File: src/rtl/uart_rx.sv
// uart_rx: 16x-oversampling UART receiver, 1 start, DATA_BITS data, 1 stop.
// Received bytes leave on a valid/ready handshake; framing/overrun pulse.
module uart_rx #(
  parameter int DATA_BITS  = 8,
  parameter int OVERSAMPLE = 16
) (
  input  logic                 clk,
  input  logic                 rst,
  input  logic                 rx_enb,
  input  logic                 rx,
  output logic [DATA_BITS-1:0] rx_data,
  output logic                 rx_valid,
  input  logic                 rx_ready,
  output logic                 rx_busy,
  output logic                 frame_err,
  output logic                 overrun
);

  localparam int TW = $clog2(OVERSAMPLE) + 1;
  localparam int BW = $clog2(DATA_BITS);

  localparam logic [TW-1:0] HALF = TW'(OVERSAMPLE / 2 - 1);
  localparam logic [TW-1:0] FULL = TW'(OVERSAMPLE - 1);
  localparam logic [BW-1:0] LAST = BW'(DATA_BITS - 1);

  typedef enum logic [2:0] {
    S_IDLE,
    S_START,
    S_DATA,
    S_STOP,
    S_BREAK
  } state_t;

  logic [1:0]           r_sync;
  state_t               r_state;
  logic [TW-1:0]        r_tick_cnt;
  logic [BW-1:0]        r_bit_cnt;
  logic [DATA_BITS-1:0] r_shift;
  logic [DATA_BITS-1:0] r_data;
  logic                 r_valid;
  logic                 r_busy;
  logic                 r_ferr;
  logic                 r_ovr;

  logic w_rx_s;
  logic w_accept;

  assign w_rx_s   = r_sync[1];
  assign w_accept = r_valid & rx_ready;

  assign rx_data   = r_data;
  assign rx_valid  = r_valid;
  assign rx_busy   = r_busy;
  assign frame_err = r_ferr;
  assign overrun   = r_ovr;

  // Two-flop synchronizer for the asynchronous serial line, idle high.
  always_ff @(posedge clk or negedge rst) begin
    if (!rst) begin
      r_sync <= 2'b11;
    end else begin
      r_sync <= {r_sync[0], rx};
    end
  end

  // Frame FSM on oversample ticks plus the every-cycle output handshake.
  always_ff @(posedge clk or negedge rst) begin
    if (!rst) begin
      r_state    <= S_IDLE;
      r_tick_cnt <= '0;
      r_bit_cnt  <= '0;
      r_shift    <= '0;
      r_data     <= '0;
      r_valid    <= 1'b0;
      r_busy     <= 1'b0;
      r_ferr     <= 1'b0;
      r_ovr      <= 1'b0;
    end else begin
      r_ferr <= 1'b0;
      r_ovr  <= 1'b0;
      if (w_accept) begin
        r_valid <= 1'b0;
      end
      if (rx_enb) begin
        unique case (r_state)
          S_IDLE: begin
            if (!w_rx_s) begin
              r_state    <= S_START;
              r_tick_cnt <= '0;
              r_busy     <= 1'b1;
            end
          end
          S_START: begin
            if (r_tick_cnt == HALF) begin
              r_tick_cnt <= '0;
              r_bit_cnt  <= '0;
              if (!w_rx_s) begin
                r_state <= S_DATA;
              end else begin
                r_state <= S_IDLE;
                r_busy  <= 1'b0;
              end
            end else begin
              r_tick_cnt <= r_tick_cnt + 1'b1;
            end
          end
          S_DATA: begin
            if (r_tick_cnt == FULL) begin
              r_tick_cnt <= '0;
              r_shift    <= {w_rx_s, r_shift[DATA_BITS-1:1]};
              if (r_bit_cnt == LAST) begin
                r_state <= S_STOP;
              end else begin
                r_bit_cnt <= r_bit_cnt + 1'b1;
              end
            end else begin
              r_tick_cnt <= r_tick_cnt + 1'b1;
            end
          end
          S_STOP: begin
            if (r_tick_cnt == FULL) begin
              r_tick_cnt <= '0;
              if (w_rx_s) begin
                r_state <= S_IDLE;
                r_busy  <= 1'b0;
                r_data  <= r_shift;
                r_valid <= 1'b1;
                r_ovr   <= r_valid & ~rx_ready;
              end else begin
                r_state <= S_BREAK;
                r_ferr  <= 1'b1;
              end
            end else begin
              r_tick_cnt <= r_tick_cnt + 1'b1;
            end
          end
          S_BREAK: begin
            if (w_rx_s) begin
              r_state <= S_IDLE;
              r_busy  <= 1'b0;
            end
          end
          default: begin
            r_state <= S_IDLE;
            r_busy  <= 1'b0;
          end
        endcase
      end
    end
  end

endmodule

File: config.mk
export PLATFORM = sky130hd
export DESIGN_NAME = uart_rx
export DESIGN_NICKNAME = d
export VERILOG_FILES = /design/src/rtl/uart_rx.sv
export SDC_FILE = /design/constraint.sdc
export NUM_CORES = 1
export LEC_CHECK = 0
export ABC_AREA = 1
export BUFFER_PORTS_ARGS = -buffer_cell sky130_fd_sc_hd__buf_2
export CAP_MARGIN = 20
export CORE_MARGIN = 3
export CORE_UTILIZATION = 40
export DETAILED_ROUTE_END_ITERATION = 10
export PLACE_DENSITY = 0.62
export REMOVE_ABC_BUFFERS = 1
export SYNTH_ARGS = -nofsm -noshare
export SYNTH_HDL_FRONTEND = slang
export SYNTH_SLANG_ARGS = --single-unit
File: constraint.sdc
create_clock -name clk -period 1.9 [get_ports clk]
set_clock_uncertainty 0.05 [all_clocks]
set_input_delay 0.38 -clock clk [delete_from_list [all_inputs] [get_ports clk]]
set_output_delay 0.38 -clock clk [all_outputs]
set_load 0.05 [all_outputs]
==> tab_implementation.tex <==
\begin{tabular}{lr}
\hline
Metric & Value \\
\hline
\multicolumn{2}{l}{\textbf{STA}} \\
Final setup violation count & 0 \\
Setup repair after global routing missed its margin & false \\
Fmax achieved & 0.617 GHz \\
Slew of the pin with the lowest slew margin & 0.414 ns \\
Final count of hold timing violations & 0 \\
Crit share post-route & 0.853 \\
Worst Hold Margin & 0.0627 ns \\
Aggregate negative setup slack & 0 ns \\
Final critical path time including I/O delays and setup & 1.62 ns \\
Max-slew headroom at the worst pin & 0.724 \\
Pins Over Slew Limit & 0 \\
\multicolumn{2}{l}{\textbf{Worst setup path}} \\
Number of cells on the worst reg-to-reg path & 10 \\
Maximum single-stage delay on the critical path & 0.39 ns \\
Endpoint of the most critical register-to-register path & r\_state[1] \\
End point of the critical path & r\_state[1] \\
Type of the worst setup path & flop to flop \\
Crit-path cells & ha\_1 > nand2\_1 > inv\_1 > nand2\_1 > nand2\_1 > nand2\_1 > nor2\_2 > nand2\_1 > nand2\_1 > nand2\_1 \\
Worst setup slack for register-to-register paths & 0.28 ns \\
CP top delay family & simple AND/OR/NAND/NOR gates \\
Critical path origin & r\_tick\_cnt[0] \\
Cell at the slowest stage of the critical path & dfrtp\_1 \\
Critical path buffer and inverter count & 1 \\
Crit start category & flop \\
Crit path required time & 2.03 ns \\
RR Startpoint & r\_tick\_cnt[0] \\
Depth of the critical timing path with buffers and inverters included & 10 \\
Top fanout value on the critical path & 4 \\
Arrival time of the worst setup path & 1.75 ns \\
Most common cell type on the critical path & nand2\_1 \\
Critical path endpoint category & flop \\
\multicolumn{2}{l}{\textbf{Synth}} \\
Number of synthesized flops with an enable pin & 0 \\
Top\_reg\_cell synth & dfrtp\_1 \\
Cells after Synth & 189 \\
Sequential fraction of the synthesis area & 0.514 \\
Yosys synthesis warning count & 0 \\
Proportion of register bits with asynchronous set or reset after synthesis & 1.00 \\
Cell taking the most area after synthesis & dfrtp\_1 \\
Cells taking the most area after synthesis & dfrtp\_1 48\%, nand2\_1 13\%, inv\_1 5.6\% \\
Average cell area after synthesis & 8.52 µm² \\
Post-synthesis instance area & 1610 µm² \\
Number of synthesized register bits & 33 \\
Number of distinct standard cells referenced by the synthesized netlist & 21 \\
Top-area cell type share of the netlist area & 0.482 \\
\multicolumn{2}{l}{\textbf{Floorplanning}} \\
Effective utilization at floorplan & 0.427 \\
Die area & 4820 µm² \\
Vertical extent of the die & 69.5 µm \\
Number of standard-cell rows in the floorplan & 22 \\
Horizontal die dimension & 69.5 µm \\
I/O pin total & 17 \\
Core box area & 3770 µm² \\
\multicolumn{2}{l}{\textbf{Clock tree}} \\
Clock sink total & 33 \\
Clock buffers created by TritonCTS & 5 \\
Clock latency on the worst-skew pair & 0.28 ns \\
Longest Clk Path Bufs & 2 \\
Root buffer selected by CTS & clkbuf\_8 \\
Post-CTS sizing & 0 \\
Buffers inserted during post-CTS setup optimization & 0 \\
Clock input transition at the sequential cells of the worst setup and hold paths & 0.07 ns \\
Hold-fix buffers, CTS & 0 \\
Level count of the clock H-tree & 2 \\
TritonCTS clock tree & yes \\
\multicolumn{2}{l}{\textbf{Hold path}} \\
Hold WC Path Type & input pin to asynchronous set/reset pin \\
\multicolumn{2}{l}{\textbf{GRT}} \\
Pin count of the biggest net entering global routing & 34 \\
Global-route wire length before repair & 4.83 mm \\
Residual overflow from global routing & 0 \\
Antenna violations before repair & 0 \\
Total GRT Usage & 0.124 \\
Vias in the first global route & 1121 \\
\multicolumn{2}{l}{\textbf{Routing}} \\
Number of nets still failing antenna checks after routing & 0 \\
Routed Wire Length & 2.80 mm \\
Total vias in the final route & 1237 \\
Drt initial violations & 82 \\
First-pass detailed-route iteration total & 4 \\
DR WL met3 & 129 µm \\
Vias per cell & 4.76 \\
Top layer reached by signal wires & met4 \\
Mean routed wirelength per cell & 10.8 µm \\
Routed met1 length & 1.36 mm \\
DRC Markers & 0 \\
Met2 Routed Length & 1.26 mm \\
\multicolumn{2}{l}{\textbf{Place}} \\
Gpl congestion & 0.839 \\
Post-Place Cells & 252 \\
Port buffer count & 16 \\
Half-perimeter wire length after placement & 2.00 mm \\
\multicolumn{2}{l}{\textbf{Pwr}} \\
Pwr/cell area & 1140 nW/µm² \\
Worst vdd rail ir drop & 373 µV \\
Leakage power & 0.958 nW \\
\multicolumn{2}{l}{\textbf{Finish}} \\
Layout fillers & 369 \\
ANT cells & 0 \\
Non-filler instance count after layout & 260 \\
\# nets final & 220 \\
Area added between synthesis and finish & 15.2\% \\
Share of post-route cells with drive strength above 1 & 0.208 \\
\multicolumn{2}{l}{\textbf{Job}} \\
Max-cap violations & 0 \\
\multicolumn{2}{l}{\textbf{Run status}} \\
Run status & complete, no violations \\
\hline
\end{tabular}
## final cells by class
class	instances	area, µm²	area share
clock buffers	6	82.6	0.0445
clock inverters	2	37.5	0.0202
inverters	26	97.6	0.0526
multi-input cells	128	662	0.357
flip-flops and latches	33	828	0.446
well taps	48	60.1	0.0324
repair buffers	17	87.6	0.0472
## synth_stat cells (2+ instances only)
cell type,number
ha_1,4
o21ai_2,8
dfstp_2,2
buf_6,2
nor2_2,2
nor2_1,14
nand2_1,57
nand3_1,14
o21ai_1,2
o21ai_0,15
nand4_1,3
inv_2,2
dfrtp_1,31
inv_1,24
a21oi_1,3
## cells by family (layout without fill, tap and decap cells)
logic type / Yosys count / count (layout) / share of synthesized area
AO/OA/AOI/OAI: 28 / 28 / 0.106
flip-flops: 33 / 33 / 0.514
AND/OR/NAND/NOR: 96 / 96 / 0.274
buffers and inverters: 28 / 51 / 0.0746
adder cells (fa/ha/maj): 4 / 4 / 0.0311
## stage by stage
stage / utilization / cell area, µm² / power, mW / worst slack (ns)
after global routing: 0.492 / 1860 / 2.27 / 0.0999
after floorplan: - / 1590 / 1.30 / 0.445
after global placement: 0.460 / 1740 / 1.43 / 0.302
final: 0.492 / 1860 / 2.11 / 0.280
after detailed placement: 0.460 / 1740 / 1.43 / 0.297
after CTS: 0.492 / 1860 / 2.14 / 0.269
## flip-flops by register name, summed over array words and instances, names as in the netlist
signal,flops
frame_err,1
r_tick_cnt,5
rx_valid,1
overrun,1
r_bit_cnt,3
r_sync,2
rx_data,8
r_shift,8
r_state,3
rx_busy,1
## power breakdown
part,switching [mW],internal (mW)
logic,0.393,0.165
clock network,0.256,0.426
registers,0.0887,0.780
total,0.738,1.37
## placed cells by master (no fill, tap or decap)
master,Yosys,routed
nand3_1,14,14
clkbuf_8,0,6
buf_2,0,16
a21oi_1,3,3
nand4_4,1,1
nand4_1,3,3
dfrtp_1,31,31
nor2_1,14,14
inv_1,24,24
nand2_2,1,1
o21ai_1,2,2
bufinv_16,0,1
dfstp_2,2,2
buf_4,0,1
o21ai_2,8,8
nand2_1,57,57
clkinvlp_4,0,1
nand3_4,1,1
nor2_2,2,2
inv_2,2,2
nor2_4,1,1
nor4_1,1,1
nand2_4,1,1
ha_1,4,4
o21ai_0,15,15
## worst min path at each step
stage / endpoint / start / slack (ns)
global placement: r_sync[1] / r_sync[0] / 0.30
floorplan: frame_err / rst / 0.03
detailed placement: r_sync[1] / r_sync[0] / 0.30
CTS: r_tick_cnt[1] / rst / 0.07
finish: rx_busy / rst / 0.06
global route: r_tick_cnt[1] / rst / 0.09
## layer usage
metal | track usage | vias to the layer above
met4 | 0.0672 | 0
met5 | 0 | -
met1 | 0.170 | 556
met2 | 0.178 | 28
li1 | - | 648
met3 | 0.0319 | 5
No activity file was read; power rests on OpenSTA's default activity.
